==> config.mk <==
export PLATFORM = sky130hd
export DESIGN_NAME = linear_network_dispatch_fifo
export DESIGN_NICKNAME = d
export VERILOG_FILES = /design/src/rtl/linear_network_dispatch_fifo.sv
export SDC_FILE = /design/constraint.sdc
export NUM_CORES = 1
export LEC_CHECK = 0
export BUFFER_PORTS_ARGS = -buffer_cell sky130_fd_sc_hd__buf_4
export CORE_ASPECT_RATIO = 0.5
export CORE_MARGIN = 8
export CORE_UTILIZATION = 30
export DETAILED_ROUTE_END_ITERATION = 8
export GPL_TIMING_DRIVEN = 0
export PLACE_DENSITY = 0.51
export SLEW_MARGIN = 20
export SYNTH_ARGS = -nofsm -noshare
export SYNTH_HDL_FRONTEND = slang
export SYNTH_SLANG_ARGS = --single-unit
export TNS_END_PERCENT = 30
==> constraint.sdc <==
create_clock -name CLK -period 6.05 [get_ports CLK]
set_clock_uncertainty 0.05 [all_clocks]
set_input_delay 1.21 -clock CLK [delete_from_list [all_inputs] [get_ports CLK]]
set_output_delay 1.21 -clock CLK [all_outputs]
set_load 0.03 [all_outputs]
==> src/rtl/linear_network_dispatch_fifo.sv <==
// Dispatch FIFO feeding a linear unicast network: buffers {dest, data} and issues one registered beat per cycle while enabled.
// Optional issue counter is enabled by defining LINEAR_DISPATCH_STATS_EN.
module linear_network_dispatch_fifo #(
   parameter int DATA_WIDTH = 8,
   parameter int NUM_NODE   = 4,
   parameter int FIFO_DEPTH = 4,
   localparam int CMD_W     = (NUM_NODE > 1) ? $clog2(NUM_NODE) : 1,
   localparam int CNT_W     = $clog2(FIFO_DEPTH) + 1
) (
   input  logic                  CLK,
   input  logic                  rst,
   input  logic                  i_valid,
   input  logic [DATA_WIDTH-1:0] i_data,
   input  logic [CMD_W-1:0]      i_dest,
   output logic                  o_ready,
   input  logic                  i_en,
   output logic                  o_valid,
   output logic [DATA_WIDTH-1:0] o_data_bus,
   output logic [CMD_W-1:0]      o_cmd,
   output logic [CNT_W-1:0]      o_count
`ifdef LINEAR_DISPATCH_STATS_EN
   ,
   output logic [15:0]           o_issue_cnt
`endif
);

   localparam int PTR_W   = $clog2(FIFO_DEPTH);
   localparam int ENTRY_W = CMD_W + DATA_WIDTH;

   logic [ENTRY_W-1:0] mem [FIFO_DEPTH];
   logic [PTR_W-1:0]   wr_ptr;
   logic [PTR_W-1:0]   rd_ptr;
   logic               push;
   logic               pop;
   logic [ENTRY_W-1:0] head;

   // Full refuses a push even when a pop frees a slot in the same cycle.
   assign o_ready = (o_count != CNT_W'(FIFO_DEPTH));
   assign push    = i_valid && o_ready;
   assign pop     = i_en && (o_count != '0);
   assign head    = mem[rd_ptr];

   // NOTE: storage is not reset; occupancy and pointers alone define which entries are live.
   always_ff @(posedge CLK) begin
      if (push) begin
         mem[wr_ptr] <= {i_dest, i_data};
      end
   end

   // NOTE: sequential state uses non-blocking assignments so every register samples pre-edge values.
   always_ff @(posedge CLK or posedge rst) begin
      if (rst) begin
         wr_ptr     <= '0;
         rd_ptr     <= '0;
         o_count    <= '0;
         o_valid    <= 1'b0;
         o_data_bus <= '0;
         o_cmd      <= '0;
      end else begin
         if (push) begin
            wr_ptr <= wr_ptr + PTR_W'(1);
         end
         if (pop) begin
            rd_ptr <= rd_ptr + PTR_W'(1);
         end
         case ({push, pop})
            2'b10:   o_count <= o_count + CNT_W'(1);
            2'b01:   o_count <= o_count - CNT_W'(1);
            default: o_count <= o_count;
         endcase
         // Idle cycles emit an all-zero dummy beat.
         o_valid    <= pop;
         o_data_bus <= pop ? head[DATA_WIDTH-1:0] : '0;
         o_cmd      <= pop ? head[ENTRY_W-1:DATA_WIDTH] : '0;
      end
   end

`ifdef LINEAR_DISPATCH_STATS_EN
   always_ff @(posedge CLK or posedge rst) begin
      if (rst) begin
         o_issue_cnt <= '0;
      end else if (pop && (o_issue_cnt != 16'hFFFF)) begin
         o_issue_cnt <= o_issue_cnt + 16'd1;
      end
   end
`endif

endmodule

After elaboration in Yosys (flattened, before gate mapping):

Memory sizes are Yosys's and may differ from the RTL's.
Cells that the tools add are included.

* equal/unequal tests: 3
* muxes and demuxes: 5
* $add $sub $neg: 4
* reductions and logical operators: 4

Operators with widths (number)
* 8-bit 2-to-1 mux: 1
* 3-bit one-hot mux with 2 select lines: 1
* 2-bit by 1-bit adder with 2-bit output, second input constant: 2
* 3-bit by 1-bit adder with 3-bit output, second input constant: 1
* 3-bit inequality test, second input constant: 1
* 3-bit nonzero test: 1
* 3-bit by 1-bit subtractor with 3-bit output, second input constant: 1
* 2-bit by 1-bit equality test with 1-bit output, second input constant: 1
* 2-bit equality test, second input constant: 1
* 1-bit logical AND: 2
* 1-bit 2-to-1 mux: 2
* 2-bit 2-to-1 mux: 1
* 2-bit nonzero test: 1

* input bits: 14
* memories: 1
* memory bits (writable): 40
* bits in registers: 18

Memories
* mem: words 4, bits a word 10, rd ports 1, clocked after memory_dff 0, wr ports 1, RTL line 30 `logic [ENTRY_W-1:0] mem [FIFO_DEPTH];`

Longest topological paths before layout:

* depth after elaboration: 4
* gate-level depth with buffers: 9
* mapped depth without buffers: 9

Least setup slack after synthesis:

OpenSTA, ideal clock, no wires.

* kind: input to register
* from: input port i_en
* to: register o_count[2]
* required time: 5.920 ns
* path buffers: 1
* setup time: 0.080 ns
* slack: 3.338 ns
* cell stages on the path: 8
* arrival: 2.582 ns
* cells stage by stage: o31a_2 clkbuf_1 ha_1 inv_1 fa_1 xor2_1 nor2_1 xor2_1

* word-level cells in the longest chain between the ends: 3

Ends and longest elaborated chain
* from (decl): RTL line 16 `input logic i_en,`
* 1-bit logical AND (*): RTL line 40 `assign pop = i_en && (o_count != '0);`
* via pop: RTL line 34 `logic pop;`
* 2-bit by 1-bit equality test with 1-bit output / 2-bit equality test (equally long branches): RTL line 66 `case ({push, pop})`
* 3-bit one-hot mux with 2 select lines / 2-bit nonzero test (equally long branches)
* to (signal assigned): RTL line 67 `2'b10: o_count <= o_count + CNT_W'(1);`
* to (signal assigned): RTL line 68 `2'b01: o_count <= o_count - CNT_W'(1);`
* to (signal assigned): RTL line 69 `default: o_count <= o_count;`
* to (decl): RTL line 20 `output logic [CNT_W-1:0] o_count`

Mark *: on every way through the listed nets, which the timed path passes. The rest lies on a longest branch.
A chain may end at the register's enable or synchronous reset.

Final worst setup path:

Ends and elaborated chain as after synthesis.

==> flow_metrics.tcl <==
set metrics [dict create \
    outcome "finished clean" \
    fill_cells 667 \
    final_nets 170 \
    utilization_pct 39.4 \
    stdcell_count 251 \
    worst_pin_slew_ns 0.732 \
    ant_nets 0 \
    place_congestion 0.658 \
    synthSimpleGateAreaFrac_pct 5.44 \
    crit_path_frequent_cell "xor2_1" \
    grt_start_max_net_pins 19 \
    critical_path.cell_chain "buf_4 -> o31a_2 -> clkbuf_1 -> ha_1 -> inv_1 -> fa_1 -> xor2_1 -> nor2_1 -> xor2_1" \
    yosysSeqAreaShare_pct 74.7 \
    drv_slew 0 \
    place_ws_ns 2.86 \
    timing.max_cap.violations 0 \
    clk_pin_slew_ns 0.05 \
    num_vias 1070 \
    crit_path_top_delay_cell "clkbuf_1" \
    grt_pass1_vias 1206 \
    ir_drop_uv 148 \
    leakage_uw 0.00113 \
    synth_compound_area_share_pct 0.453 \
    syn_area_sq_um 2210 \
    h-tree-depth 3 \
    powerDensity_nw_per_um2 545 \
    dp_cells 235 \
    period_minus_slack_ns 2.82 \
    yosys_warnings 0 \
    synthesis.nets 131 \
    yosysTopAreaCell "edfxtp_1" \
    routed_wl_um 3880 \
    criticalPathCategory "input pin to register" \
    coreArea_sq_um 7240 \
    yosysTopAreaCellShare_pct 54.4 \
    max_stage_delay_ns 0.42 \
    dp_hpwl_um 2570 \
    min_to "o_count[2]" \
    cts.sinks 58 \
    die_x_um 137 \
    ys_top_cells_by_area "edfxtp_1 (54%), dfrtp_1 (20%), mux4_2 (10%), and2_1 (2.8%), ha_1 (2.8%)" \
    min_path_cells 1 \
    antenna_found_initial 0 \
    drt_iter0_markers 42 \
    path_max_fanout 11 \
    r2r_start "o_count[0]" \
    cts_root_buffer "clkbuf_16" \
    die_h_um 76.7 \
    num_antenna_cells 0 \
    rsz0062_at_grt "no" \
    hold_start "o_count[2]" \
    dr.pass1.iters 4 \
    vias_per_cell 4.26 \
    syn2layout_area_growth_pct 29.0 \
    track_usage_pct 8.16 \
    crit_arrival_ns 3.01 \
    r2r_end "o_count[2]" \
    initial_core_util_pct 30.5 \
    hold_path_class "register to register" \
    syn_inst 111 \
    io_pins 29 \
    slew_headroom_pct 51.1 \
    io_buffers 28 \
    synth.area.mux_share_pct 11.3 \
    cts_hold_buf 0 \
    drc_errors 0 \
    clk_latency_ns 0.32 \
    grt_pass1_wl_um 6260 \
    cts_tree "built" \
    r2r_slack_ns 3.72 \
    r2r_cells 8 \
    synthXorXnorAreaFrac_pct 2.38 \
    post_cts_buffers 0 \
    synth_top_family_by_area "multiplexers" \
    worst_slack_ns 3.23 \
    die_area_sq_um 10500 \
    grt_overflow 0 \
    endpoint_kind "register" \
    cts_resized 0 \
    cp-start-kind "input pin" \
    setup_viol 0 \
    synth_fa_ha_area_share_pct 3.74 \
    syn_area_per_cell_sq_um 19.9 \
    cts_max_path_buffers 2 \
    max_freq_mhz 354 \
    routedWlPerCell_um 15.5 \
    drive_gt1_share_pct 40.0 \
    required_ns 6.24 \
    num_rows 22 \
    tns_ns 0 \
    cts_buffers 9 \
    synth.distinct_cells 20 \
    holdWs_ns 0.468 \
    synth_seq_cells 58 \
    fin_crit_sh_pct 46.6 \
    hold_viol_final 0 \
]
## cells in the mapped netlist
master,number
edfxtp_1,40
dfrtp_1,18
and2_1,10
mux4_2,10
inv_1,7
ha_1,5
and3_2,4
xnor2_1,3
xor2_1,3
and2_4,1
buf_2,1
buf_4,1
clkbuf_1,1
fa_1,1
mux2_4,1
mux2i_1,1
nand2_1,1
nor2_1,1
o31a_2,1
or3b_4,1
## cells in the final DEF (no fill, tap or decap)
cell type,count
and2_1,10
and2_4,1
and3_2,4
buf_2,1
buf_4,29
bufinv_16,2
clkbuf_1,2
clkbuf_16,9
clkinv_1,1
clkinv_2,2
clkinvlp_4,1
dfrtp_1,18
edfxtp_1,40
fa_1,1
ha_1,5
inv_1,7
mux2_4,1
mux2i_1,1
mux4_2,10
nand2_1,1
nor2_1,1
o31a_2,1
or3b_4,1
xnor2_1,3
xor2_1,3
## layout make-up
| class | instances | area, sq um | share of cell area [%] |
|---|---|---|---|
| Timing Repair Buffer | 28 | 210 | 7.37 |
| Sequential cell | 58 | 1650 | 57.9 |
| Inverter | 7 | 26.3 | 0.922 |
| Multi-Input combinational cell | 43 | 515 | 18.1 |
| Buffer | 3 | 16.3 | 0.571 |
| Clock buffer | 10 | 229 | 8.03 |
| Tap cell | 96 | 120 | 4.21 |
| Clock inverter | 6 | 81.3 | 2.85 |
## critical path, delay by kind of cell
| kind | cells | cell delay, ns |
|---|---|---|
| compound gates | 1 | 0.18 |
| xor+xnor | 2 | 0.30 |
| fa+ha+maj | 2 | 0.66 |
| buf+inv | 3 | 0.56 |
| simple gates | 1 | 0.11 |
## layer usage
| metal | share of wire (%) | global-route usage, % | vias to the layer above |
|---|---|---|---|
| met5 | 0 | 0 | - |
| met3 | 6.9 | 3.97 | 7 |
| met2 | 51 | 13.1 | 27 |
| met1 | 40 | 8.57 | 546 |
| li1 | - | - | 490 |
| met4 | 2.2 | 4.84 | 0 |
## flip-flops by register name, indices dropped and copies added, names as in the netlist
| name | count |
|---|---|
| mem | 40 |
| o_data_bus | 8 |
| o_valid | 1 |
| o_count | 3 |
| rd_ptr | 2 |
| wr_ptr | 2 |
| o_cmd | 2 |
## logic make-up after synthesis
kind of cell	count (synthesis)
AO/OA/AOI/OAI	1
XOR/XNOR	6
adder cells (fa/ha/maj)	6
buffers and inverters	10
flip-flops	58
multiplexers	12
AND/OR/NAND/NOR	18
## worst max path at each step
stage	cells after the start	end	startpoint	slack, ns
2_1_floorplan	8	o_count[2]	i_en	3.34
3_3_place_gp	9	o_count[2]	i_en	2.90
3_5_place_dp	9	o_count[2]	i_en	2.86
4_1_cts	9	o_count[2]	i_en	3.21
5_1_grt	9	o_count[2]	i_en	3.06
6_report	9	o_count[2]	i_en	3.23
## where the power goes
part	internal (uW)	leakage, uW	total [uW]	switching (uW)
sequential	541	0.000590	585	44.3
combinational	205	0.000388	452	247
clock	357	0.000150	518	161
## per-stage QoR
stage                     power [uW]  instance area (sq um)
after CTS                       1580                   2850
after floorplan                  903                   2210
after global placement          1050                   2540
after detailed placement        1060                   2540
final                           1550                   2850
after global routing            1640                   2850
Power figures use the tool's default switching activity.
